## config.mk

```make
export PLATFORM = sky130hd
export DESIGN_NAME = imem_loader
export DESIGN_NICKNAME = d
export VERILOG_FILES = /design/src/rtl/imem_loader_pkg.sv /design/src/rtl/imem_loader_byte_packer.sv /design/src/rtl/imem_loader.sv
export SDC_FILE = /design/constraint.sdc
export NUM_CORES = 1
export LEC_CHECK = 0
export ABC_AREA = 0
export CAP_MARGIN = 20
export CORE_AREA = 2 2 152 124
export CTS_BUF_LIST = sky130_fd_sc_hd__clkbuf_4
export CTS_CLUSTER_DIAMETER = 120
export DETAILED_ROUTE_END_ITERATION = 7
export DIE_AREA = 0 0 154 126
export GPL_TIMING_DRIVEN = 0
export SLEW_MARGIN = 20
export SYNTH_ARGS = -nofsm -noshare
export SYNTH_HDL_FRONTEND = slang
export SYNTH_SLANG_ARGS = --single-unit
```

## constraint.sdc

```tcl
create_clock -name clk -period 3.1 [get_ports clk]
set_input_delay 0.93 -clock clk [delete_from_list [all_inputs] [get_ports clk]]
set_output_delay 0.93 -clock clk [all_outputs]
set_load 0.005 [all_outputs]
```

## src/rtl/imem_loader_pkg.sv

```systemverilog
// Shared types and constants for the instruction-memory loader and any
// future memory loaders built on the same byte packer.
package imem_loader_pkg;

    typedef enum logic [1:0] {
        IDLE  = 2'd0,
        RECV  = 2'd1,
        WRITE = 2'd2,
        DONE  = 2'd3
    } loader_state_t;

    localparam int IMEM_N         = 32;
    localparam int BYTES_PER_WORD = IMEM_N / 8;
    localparam int IMEM_ADDR_W    = 7;
    localparam int IMEM_DEPTH     = 128;

    // A one-byte word still needs a 1-bit index to stay a legal vector.
    function automatic int idx_width(input int bytes_per_word);
        return (bytes_per_word > 1) ? $clog2(bytes_per_word) : 1;
    endfunction

endpackage

```

## src/rtl/imem_loader_byte_packer.sv

```systemverilog
// Little-endian byte-to-word packer: the first byte loaded lands in bits [7:0].
// full flags that the byte being loaded now completes the word.
module byte_packer
    import imem_loader_pkg::*;
#(
    parameter int N = IMEM_N
) (
    input  logic         clk,
    input  logic         reset_n,
    input  logic         clear,
    input  logic         load,
    input  logic [7:0]   byte_in,
    output logic [N-1:0] word_next,
    output logic         full
);

    localparam int BPW   = N / 8;
    localparam int IDX_W = idx_width(BPW);

    logic [IDX_W-1:0] idx;
    logic [N-1:0]     shift;

    always_comb begin
        word_next = shift;
        word_next[{idx, 3'b000} +: 8] = byte_in;
    end

    assign full = (idx == IDX_W'(BPW - 1));

    always_ff @(posedge clk or negedge reset_n) begin
        if (!reset_n) begin
            idx   <= '0;
            shift <= '0;
        end else if (clear) begin
            idx   <= '0;
            shift <= '0;
        end else if (load) begin
            shift <= word_next;
            idx   <= full ? '0 : idx + 1'b1;
        end
    end

endmodule

```

## src/rtl/imem_loader.sv

```systemverilog
// Streams program bytes into the instruction RAM as packed words and holds
// the processor off while the load is in flight.
//
//   state | meaning
//   IDLE  | waiting for start after reset
//   RECV  | accepting bytes of the current word
//   WRITE | one-cycle RAM write of the assembled word
//   DONE  | load finished (or rejected); done/err held until next start
module imem_loader
    import imem_loader_pkg::*;
#(
    parameter int N      = IMEM_N,
    parameter int ADDR_W = IMEM_ADDR_W,
    parameter int DEPTH  = IMEM_DEPTH
) (
    input  logic              clk,
    input  logic              reset_n,
    input  logic              start,
    input  logic [ADDR_W:0]   word_count,
    input  logic              byte_valid,
    input  logic [7:0]        byte_data,
    output logic              byte_ready,
    output logic              wr_en,
    output logic [ADDR_W-1:0] wr_addr,
    output logic [N-1:0]      wr_data,
    output logic              cpu_hold,
    output logic              done,
    output logic              err
);

    localparam logic [ADDR_W:0] DEPTH_CNT = (ADDR_W + 1)'(DEPTH);

    loader_state_t     state, state_next;
    logic [ADDR_W-1:0] word_idx;
    logic [ADDR_W:0]   count_q;
    logic [ADDR_W:0]   idx_plus;
    logic              err_q;
    logic              start_ok, count_zero, count_over, begin_load;
    logic              accept, word_full;
    logic [N-1:0]      word_next;

    assign start_ok   = start && (state == IDLE || state == DONE);
    assign count_zero = (word_count == '0);
    assign count_over = (word_count > DEPTH_CNT);
    assign begin_load = start_ok && !count_zero && !count_over;
    assign accept     = byte_valid && byte_ready;
    assign idx_plus   = {1'b0, word_idx} + {{ADDR_W{1'b0}}, 1'b1};

    byte_packer #(.N(N)) u_packer (
        .clk       (clk),
        .reset_n   (reset_n),
        .clear     (begin_load),
        .load      (accept),
        .byte_in   (byte_data),
        .word_next (word_next),
        .full      (word_full)
    );

    always_ff @(posedge clk or negedge reset_n) begin
        if (!reset_n) begin
            state <= IDLE;
        end else begin
            state <= state_next;
        end
    end

    always_comb begin
        state_next = state;
        byte_ready = 1'b0;
        cpu_hold   = 1'b0;
        done       = 1'b0;
        case (state)
            IDLE, DONE: begin
                done = (state == DONE);
                if (start_ok) begin
                    state_next = begin_load ? RECV : DONE;
                end
            end
            RECV: begin
                byte_ready = 1'b1;
                cpu_hold   = 1'b1;
                if (accept && word_full) begin
                    state_next = WRITE;
                end
            end
            WRITE: begin
                cpu_hold   = 1'b1;
                state_next = (idx_plus == count_q) ? DONE : RECV;
            end
            default: state_next = IDLE;
        endcase
    end

    // Write port is registered at the last byte so the strobe lands in the
    // WRITE cycle and address/data hold afterwards.
    always_ff @(posedge clk or negedge reset_n) begin
        if (!reset_n) begin
            word_idx <= '0;
            count_q  <= '0;
            err_q    <= 1'b0;
            wr_en    <= 1'b0;
            wr_addr  <= '0;
            wr_data  <= '0;
        end else begin
            wr_en <= accept && word_full;
            if (accept && word_full) begin
                wr_addr <= word_idx;
                wr_data <= word_next;
            end
            if (start_ok) begin
                err_q <= count_over;
            end
            if (begin_load) begin
                count_q  <= word_count;
                word_idx <= '0;
            end else if (state == WRITE) begin
                word_idx <= idx_plus[ADDR_W-1:0];
            end
        end
    end

    assign err = err_q;

endmodule

```

==> impl_metrics.toml <==
[outcome]
status = "finished, final reports clean"

[synthesis]
syn_inst = 437
synth_most_common_cell = "dfrtp_1"
synth_common_cells = "dfrtp_1 (92), nand2_1 (48), nor2_1 (45), a21oi_1 (36), o21ai_0 (34)"
synthArstFlopShare_pct = 100
yosys_warnings = 0
syn_area_um2 = 4420
synth_top_area_cell = "dfrtp_1"
syn-num-nets = 468
synthDistinctLibCells = 44
synth_ff_type = "dfrtp_1"
yosysSeqAreaShare_pct = 52.1
synth_edf_count = 0
avgSynthCellArea_um2 = 10.1
synth.top_cell.area_share_pct = 52.1
synth_area_leaders = "dfrtp_1 (52%), a22oi_1 (5.4%), nor2b_1 (4.5%)"
synth-seq-cells = 92

[die]
fp.dieArea_um2 = 19400
die_w_um = 154
core_um2 = 17900
ios = 64
start_util_pct = 24.7
rows = 44
die_h_um = 126

[placement]
gp_congestion = 0.856
dp.cells = 723
dp_slack_ns = 0.0509
place_hpwl_mm = 7.93
io_buffers = 55

[power_and_ir_drop]
pwr-share-comb_pct = 40.1
power_frac_seq_pct = 44.9
p_int_mw = 2.43
p_switching_mw = 1.37
switching_share_pct = 36.1
p_leak_nw = 2.32
peakVddDrop_mv = 0.200
power_density_nw_per_um2 = 705
p_clk_share_pct = 15.0

[global_routing]
antenna_found_initial = 2
grt_pass1_wl_mm = 18.5
grt_max_degree = 80
overflow = 0
grt_usage_pct = 11.9
grt_pass1_vias = 3445

[clock_network]
cts_root_buf = "clkbuf_4"
cts_buffers = 9
clockBufferDepth = 2
cts_tree = "yes"
cts_hold_buf = 0
cts_resized = 0
clkLatencyLatePin_ns = 0.45
htreeDepth = 3
cts_sinks = 92
clk_pin_slew_ns = 0.14
post-cts-setup-buffer-count = 0

[detailed_routing]
drt_wl_total_mm = 11.3
drcViolationCount = 0
dr.pass1.iters = 5
first_iter_violations = 272
wl_per_cell_um = 15.3
via_count = 3450
via_per_inst = 4.67
ant_nets = 0

[critical_path]
endpoint = "cpu_hold"
start_kind = "register"
timing.rr.end = "wr_data[15]"
crit_path_end_kind = "output port"
crit_required_ns = 2.17
slowest_stage = "clkdlybuf4s50_1"
slowest_delay_ns = 0.51
path_cells = "inv_1, ha_1, inv_1, clkdlybuf4s50_1"
cp_common_cell = "inv_1"
r2r_start = "u_packer.idx[0]"
reg2reg_depth = 6
cp-startpoint = "state[0]"
critical_path_class = "reg -> out"
crit_arrival_ns = 1.88
cp_max_fo = 5
r2r_slack_ns = 0.61

[run]
drv_cap = 0

[sta]
setup_ws_ns = 0.292
fmax_ghz = 0.356
fin_worst_skew_ns = 0.0175
finalCritPeriodShare_pct = 90.6
rsz0062_at_grt = "no"
tightestPinTransition_ns = 0.911
timing.final.hold_violations = 0
final_max_slew_viol_count = 0
slew_headroom_pct = 38.8
fin_crit_ns = 2.81
setup_viol = 0

[finish]
drive_gt1_share_pct = 9.84
finalNonFillerCells = 739
areaGrowthSynthToFinish_pct = 22.1
nNetsFinal = 535

[min_path]
min_path_type = "in -> async"
==> critical path, delay by kind of cell (launching register included) <==
family	cells	cell delay, ns
buf+inv	3	0.66
flops	1	0.45
fa+ha+maj	1	0.33
==> area by class of cell <==
type | instances | area [µm²]
inverters | 7 | 26.3
repair buffers | 56 | 579
well taps | 230 | 288
clock buffers | 10 | 75.1
plain buffers | 31 | 175
diodes | 1 | 2.50
clock inverters | 5 | 30.0
flip-flops and latches | 92 | 2300
multi-input cells | 307 | 1910
fillers | 1820 | 12500
==> registers in the layout (all words and copies together) (netlist names) <==
| name | flops |
|---|---|
| count_q | 8 |
| err | 1 |
| state | 2 |
| u_packer.idx | 2 |
| u_packer.shift | 32 |
| word_idx | 7 |
| wr_addr | 7 |
| wr_data | 32 |
| wr_en | 1 |
==> per-layer routing <==
layer | track usage (%) | up-vias | routed length (µm)
met4 | 3.90 | 2 | 135
met2 | 18.1 | 72 | 5080
met5 | 0 | - | 10
li1 | - | 1632 | -
met1 | 16.6 | 1732 | 5410
met3 | 3.13 | 12 | 690
==> kinds of logic after synthesis <==
family	count (synthesis)	synth area share [%]
AOI/OAI and AO/OA	112	15.2
xor gates and xnor gates	16	3.17
adders and majority gates	11	3.12
buffers and inverters	38	4.56
DFF	92	52.1
muxes	17	4.73
and+or+nand+nor	151	17.1
==> power groups by stage <==
stage / Sequential (mW) / Combinational [mW] / Clock [mW]
global placement: 1.72 / 1.48 / 0
CTS: 1.71 / 1.53 / 0.595
global route: 1.75 / 1.69 / 0.645
detailed placement: 1.73 / 1.53 / 0
finish: 1.71 / 1.52 / 0.570
floorplan: 1.69 / 0.926 / 0
==> worst min path at each step <==
stage / startpoint / end / slack, ns / depth (start not counted)
after CTS: reset_n / count_q[5] / 0.26 / 1
after global placement: wr_data[30] / wr_data[30] / 0.47 / 2
after floorplan: wr_data[0] / wr_data[0] / 0.47 / 2
after detailed placement: wr_data[29] / wr_data[29] / 0.47 / 2
final: reset_n / count_q[5] / 0.28 / 1
after global routing: reset_n / count_q[0] / 0.26 / 1
==> per-stage QoR <==
step / hold WS, ns / cell area, µm² / utilization [%] / setup TNS, ns / power, mW
after detailed placement: 0.470 / 5290 / 29.5 / 0 / 3.26
after global placement: 0.471 / 5260 / 29.4 / -201.35 / 3.21
after CTS: 0.255 / 5390 / 30.1 / 0 / 3.84
final: 0.283 / 5390 / 30.1 / 0 / 3.80
after floorplan: 0.473 / 4420 / - / 0 / 2.61
after global routing: 0.258 / 5390 / 30.1 / 0 / 4.09
==> cell usage in the layout, fill, tap and decap left out, types with 16 or more instances in the layout <==
master and count:
dfrtp_1 92, clkdlybuf4s50_1 54, nor2_1 45, nor2b_1 32, a22oi_1 32, clkbuf_1 16
a21oi_1 36, o21ai_0 34, nand2_1 48
(Power assumes the default switching activity.)
